[config.mk]
export PLATFORM = sky130hd
export DESIGN_NAME = load_store_unit
export DESIGN_NICKNAME = d
export VERILOG_FILES = /design/src/rtl/lsu_pkg.sv /design/src/rtl/lsu_byte_lane.sv /design/src/rtl/load_store_unit.sv
export SDC_FILE = /design/constraint.sdc
export NUM_CORES = 1
export LEC_CHECK = 0
export BUFFER_PORTS_ARGS = -buffer_cell sky130_fd_sc_hd__buf_2
export CORE_UTILIZATION = 47
export DETAILED_ROUTE_END_ITERATION = 10
export GPL_ROUTABILITY_DRIVEN = 1
export GPL_TIMING_DRIVEN = 0
export PLACE_DENSITY_LB_ADDON = 0.15
export SETUP_SLACK_MARGIN = 0.2
export SLEW_MARGIN = 0
export SYNTH_ARGS = -nofsm -noshare
export SYNTH_HDL_FRONTEND = slang
export SYNTH_HIERARCHICAL = 1
export SYNTH_SLANG_ARGS = --single-unit
[constraint.sdc]
create_clock -name clk -period 1.99 [get_ports clk]
set_clock_uncertainty 0.15 [all_clocks]
set_input_delay 0.597 -clock clk [delete_from_list [all_inputs] [get_ports clk]]
set_output_delay 0.597 -clock clk [all_outputs]
set_load 0.01 [all_outputs]
[src/rtl/lsu_pkg.sv]
// Shared definitions for the load/store unit: FSM encoding, RV64 funct3 codes,
// captured-request record and the funct3-to-access-size helper.
package lsu_pkg;

  typedef enum logic [1:0] {
    ST_IDLE  = 2'd0,
    ST_READ  = 2'd1,
    ST_WRITE = 2'd2,
    ST_DONE  = 2'd3
  } lsu_state_e;

  localparam logic [2:0] F3_B   = 3'b000;
  localparam logic [2:0] F3_H   = 3'b001;
  localparam logic [2:0] F3_W   = 3'b010;
  localparam logic [2:0] F3_D   = 3'b011;
  localparam logic [2:0] F3_BU  = 3'b100;
  localparam logic [2:0] F3_HU  = 3'b101;
  localparam logic [2:0] F3_WU  = 3'b110;
  localparam logic [2:0] F3_BAD = 3'b111;

  typedef struct packed {
    logic        is_load;
    logic [2:0]  funct3;
    logic [63:0] addr;
    logic [63:0] data;
  } lsu_req_t;

  // Access size in bytes; funct3[2] only selects the extension kind.
  function automatic logic [3:0] size_bytes(input logic [2:0] f3);
    case (f3[1:0])
      2'b00:   size_bytes = 4'd1;
      2'b01:   size_bytes = 4'd2;
      2'b10:   size_bytes = 4'd4;
      default: size_bytes = 4'd8;
    endcase
  endfunction

endpackage

[src/rtl/lsu_byte_lane.sv]
// Combinational data path: sign/zero extension of loads and byte-merge of a
// narrow store into the 8-byte word read back from memory.
module lsu_byte_lane
  import lsu_pkg::*;
(
  input  logic [2:0]  funct3,
  input  logic [63:0] rd_data,
  input  logic [63:0] st_data,
  output logic [63:0] ld_data,
  output logic [63:0] merged
);

  localparam int NUM_LANES = 8;
  localparam int VEC_W     = 8;

  logic [3:0]                        n_bytes;
  logic                              sx;
  logic [NUM_LANES-1:0][VEC_W-1:0]   rd_b, st_b, mg_b;

  assign n_bytes = size_bytes(funct3);
  assign sx      = ~funct3[2];
  assign rd_b    = rd_data;
  assign st_b    = st_data;
  assign merged  = mg_b;

  for (genvar i = 0; i < NUM_LANES; i++) begin : g_lane
    assign mg_b[i] = (4'(i) < n_bytes) ? st_b[i] : rd_b[i];
  end

  always_comb begin
    ld_data = '0;
    case (funct3[1:0])
      2'b00:   ld_data = {{56{sx & rd_data[7]}},  rd_data[7:0]};
      2'b01:   ld_data = {{48{sx & rd_data[15]}}, rd_data[15:0]};
      2'b10:   ld_data = {{32{sx & rd_data[31]}}, rd_data[31:0]};
      default: ld_data = rd_data;
    endcase
  end

endmodule

[src/rtl/load_store_unit.sv]
// Single-request load/store unit over an 8-byte little-endian memory port.
// Stores are read-modify-write so bytes beyond the access size are preserved.
module load_store_unit
  import lsu_pkg::*;
#(
  parameter int MEM_BYTES   = 64,
  parameter bit CHECK_ALIGN = 1'b1
) (
  input  logic        clk,
  input  logic        reset,
  input  logic        req_valid,
  input  logic        is_load,
  input  logic        is_store,
  input  logic [2:0]  funct3,
  input  logic [63:0] Addr,
  input  logic [63:0] Store_Data,
  output logic        busy,
  output logic        done,
  output logic        fault,
  output logic [63:0] Load_Data,
  output logic [63:0] Mem_Addr,
  output logic [63:0] Write_Data,
  output logic        MemRead,
  output logic        MemWrite,
  input  logic [63:0] Read_Data
);

  lsu_state_e  state, state_n;
  lsu_req_t    req_q;
  logic [63:0] merged_q, lane_ld, lane_merged;
  logic        fault_q;
  logic [3:0]  n_in;
  logic        misalign, out_of_range, illegal, req_fault;

  assign n_in         = size_bytes(funct3);
  assign misalign     = CHECK_ALIGN && ((Addr[3:0] & (n_in - 4'd1)) != 4'd0);
  assign out_of_range = Addr > 64'(MEM_BYTES - 8);
  assign illegal      = (is_load == is_store) || (funct3 == F3_BAD) ||
                        (is_store && funct3[2]);
  assign req_fault    = misalign || out_of_range || illegal;

  lsu_byte_lane u_lane (
    .funct3  (req_q.funct3),
    .rd_data (Read_Data),
    .st_data (req_q.data),
    .ld_data (lane_ld),
    .merged  (lane_merged)
  );

  always_comb begin
    state_n = state;
    case (state)
      ST_IDLE:  if (req_valid) state_n = req_fault ? ST_DONE : ST_READ;
      ST_READ:  state_n = req_q.is_load ? ST_DONE : ST_WRITE;
      ST_WRITE: state_n = ST_DONE;
      default:  state_n = ST_IDLE;
    endcase
  end

  always_comb begin
    busy       = (state != ST_IDLE);
    done       = (state == ST_DONE);
    MemRead    = (state == ST_READ);
    MemWrite   = (state == ST_WRITE);
    Mem_Addr   = '0;
    Write_Data = '0;
    if (state == ST_READ || state == ST_WRITE) Mem_Addr = req_q.addr;
    if (state == ST_WRITE) Write_Data = merged_q;
  end

  assign fault = fault_q;

  always_ff @(posedge clk or negedge reset) begin
    if (!reset) begin
      state     <= ST_IDLE;
      req_q     <= '0;
      merged_q  <= '0;
      Load_Data <= '0;
      fault_q   <= 1'b0;
    end else begin
      state <= state_n;
      if (state == ST_IDLE && req_valid) begin
        req_q.is_load <= is_load;
        req_q.funct3  <= funct3;
        req_q.addr    <= Addr;
        req_q.data    <= Store_Data;
      end
      if (state == ST_READ) begin
        if (req_q.is_load) Load_Data <= lane_ld;
        else               merged_q  <= lane_merged;
      end
      // fault only changes on entry to DONE so it stays paired with Load_Data
      if (state_n == ST_DONE && state != ST_DONE)
        fault_q <= (state == ST_IDLE);
    end
  end

endmodule

==> results by group <==
Outcome
  • Outcome: finished, violations left
  • Failing checks: setup timing

Critical path
  • Crit path kind: reg2out
  • Worst Path Required: 1.24 ns
  • CP Data Arrival Time: 1.90 ns
  • Crit-path max FO: 6
  • CP endpoint kind: output port
  • CP startpoint kind: register

STA
  • Final Critical Period: 2.64 ns
  • Final Cycle Share: 133%
  • Final worst slack: -0.652 ns
  • Final Max Slew Viols: 0
  • RSZ-0062 raised after global routing: true
  • Fmax: approximately 380 MHz
  • Setup TNS: -90.86 ns
  • Hold Fails Final Rpt: 0
  • Setup violators final: approximately 260
  • Worst rel slew slack: approximately 31%
  • Worst Tran Pin Value: 1.03 ns

Final layout
  • Layout Utilization: 72.7%
  • Layout fillers: 1812
  • Register area: 0.00658 mm^2
  • Multi-input logic area: ~0.0064 mm^2
  • NumNets Final: 1656
  • Fraction of layout cells with a size suffix above 1: 69.3%
  • Area Growth Syn to Fin: 50.3%

Floorplanning
  • Die H: 167 um
  • # rows: 59
  • Boundary pin count: 397
  • Die Span X: roughly 170 um
  • Core Area: 0.0264 mm^2
  • DIE AREA: between 0.02 and 0.03 mm^2
  • Initial core utilization: 48.4%

Placed design
  • Dpl hpwl: ~27000 um
  • Port Buffers: around 390
  • RD Place Congestion: 0.795

Synth
  • Syn nets: 1160
  • Synthesized area: 0.0128 mm^2
  • Synth area leader: dfrtp_1
  • Most common flop cell mapped by yosys: dfrtp_1
  • Cells after Synth: 956
  • Synth unique cells: 32
  • Post-Syn Area per Cell: 13.3 um^2
  • Yosys top cell area share: 51.6%
  • Synth Register Bits: 263
  • Async SR Flop Fraction: 100%
  • Syn. warnings: 6
  • Sequential share of the synthesized area: 51.6%
  • EDFF count, synth: 0
  • Largest cells by area after synthesis: dfrtp_1 (52%), mux2_2 (21%), mux2_4 (9.7%)

Clocking
  • CTS H-tree depth: 1
  • CTS tree: yes
  • Clk sinks: 263
  • Clock transition at path regs: 0.06 ns
  • Worst-skew pair later-pin latency: about 0.54 ns
  • Num CTS Buffers: 29
  • Root Driver: clkbuf_16
  • Clk buf depth: 3

GRT
  • Initial antenna violation count: 6
  • First-pass GRT wire length: 60700 um
  • GRT Total Usage: 28.4%
  • Total gr overflow: 0
  • Vias in the first global route: between 10000 and 15000
  • Largest net degree at the start of global routing: 104

Power
  • Peak supply drop: 1.35 mV
  • Power per Cell Area: 1890 mW/mm^2
  • Leakage: 9.53 nW

Route
  • Drt drc: 0
  • DRT Wirelength: 41500 um
  • Wirelength per Cell: roughly 23 um
  • Vias/cell: 5.38
  • 1st-pass router iterations: 5
  • Via count: slightly below 10000
  • DRT iter0 DRCs: 509
  • Post-DRT Antenna Nets: 0

Run
  • Max Cap Viol: 0

Worst hold path
  • Hold/Removal Path Class: in2reg
[cells by family after synthesis]
| logic type | share of synthesized area [%] |
|---|---|
| flops | 51.6 |
| xor+xnor | 0.0687 |
| simple gates | 9.78 |
| fa+ha+maj | 0.393 |
| compound gates | 3.53 |
| buf+inv | 4.21 |
| mux | 30.4 |
[final timing paths]
kind | start | to | slack, ns | depth (start not counted)
max in group asynchronous | reset | Load_Data[26]$_DFFE_PN0P_ | 0.27 | 3
hold / removal | Store_Data[61] | req_q[61]$_DFFE_PN0P_ | 0.13 | 2
hold reg to reg | req_q[118]$_DFFE_PN0P_ | req_q[118]$_DFFE_PN0P_ | 0.35 | 1
min in group asynchronous | reset | req_q[6]$_DFFE_PN0P_ | 0.47 | 2
setup reg to reg | state[1]$_DFF_PN0_ | merged_q[63]$_DFFE_PN0P_ | -0.20 | 11
setup / recovery | state[1]$_DFF_PN0_ | Write_Data[38] | -0.65 | 6
[report_power, final]
| part | leakage, nW | internal (mW) | switching, mW |
|---|---|---|---|
| sequential | 3.14 | 8.10 | 1.54 |
| clock | 0.456 | 3.08 | 2.19 |
| combinational | 5.93 | 13.0 | 8.39 |
| total | 9.53 | 24.1 | 12.1 |
[registers in the layout, summed over array words and instances (netlist names)]
| signal | flops |
|---|---|
| merged_q | 64 |
| Load_Data | 64 |
| req_q | 132 |
| fault | 1 |
| state | 2 |
[stage by stage]
stage          setup WS, ns  hold slack [ns]  instances  power, mW  cell area [um^2]
2_1_floorplan        0.0496            0.151        956       18.5             12800
3_3_place_gp          -4.94            0.331       1680       23.1             15200
3_5_place_dp         -0.374            0.336       1682       23.4             15200
4_1_cts              -0.663            0.109       1787       33.5             18100
5_1_grt              -0.712            0.111       1812       38.0             19200
6_report             -0.652            0.133       1813       36.3             19200
[placed cells by master, fill, tap and decap left out, types with 4 or more instances in the layout]
cell type / instances
clkbuf_2: 4
dfrtp_1: 263
diode_2: 5
buf_12: 17
buf_16: 8
clkbuf_16: 52
a21o_1: 9
buf_4: 32
buf_6: 143
and2_1: 28
buf_2: 288
clkinv_2: 8
o211ai_1: 32
o21ai_0: 8
nor4_1: 14
nand2_1: 18
ha_4: 4
mux2_4: 175
mux2_2: 141
nand3_1: 33
buf_8: 21
clkbuf_1: 22
clkbuf_8: 7
and2_4: 100
o21ai_2: 8
[layout make-up]
type	count	area share [%]
clock buffer	42	4.25
multi-input combinational	601	33.2
tap	335	2.19
clock inverter	10	0.522
timing repair buffer	465	20.0
antenna	5	0.0653
inverter	4	0.0783
buffer	88	5.35
sequential	263	34.3
[cell usage after synthesis, drive strengths merged, types with 2 or more instances]
library cell  count
clkbuf           32
and2            128
a21oi             3
mux2            316
a21o              9
o21ai            19
inv               4
a211oi            2
dfrtp           263
nor4             14
nor3              2
buf              56
nand2            21
nor2              4
o211ai           32
nor4b             2
or2               2
nand3            33
ha                4
nand4             3
[timing repair]
| item | in CTS | in global routing |
|---|---|---|
| setup buffers | 33 | 8 |
| pin swaps | 11 | 1 |
| resized for setup | 324 | 183 |
| gates cloned | 19 | 13 |
| endpoints found under the setup margin | 448 | 609 |
| endpoints found under the hold margin | 74 | 0 |
| hold buffers | 1 | 0 |
[routing by layer]
layer,GRT usage [%],wire length [um]
met1,35.8,17000
met2,47.1,20300
met3,6.65,2630
met4,12.0,1640
met5,0,13
[critical path, stage by stage, from the launching register on]
cell       delay (ns)
dfrtp_1          0.42
buf_6            0.14
ha_4             0.19
clkbuf_16        0.19
clkbuf_16        0.16
and2_4           0.14
buf_6            0.12
Power figures use the tool's default switching activity.
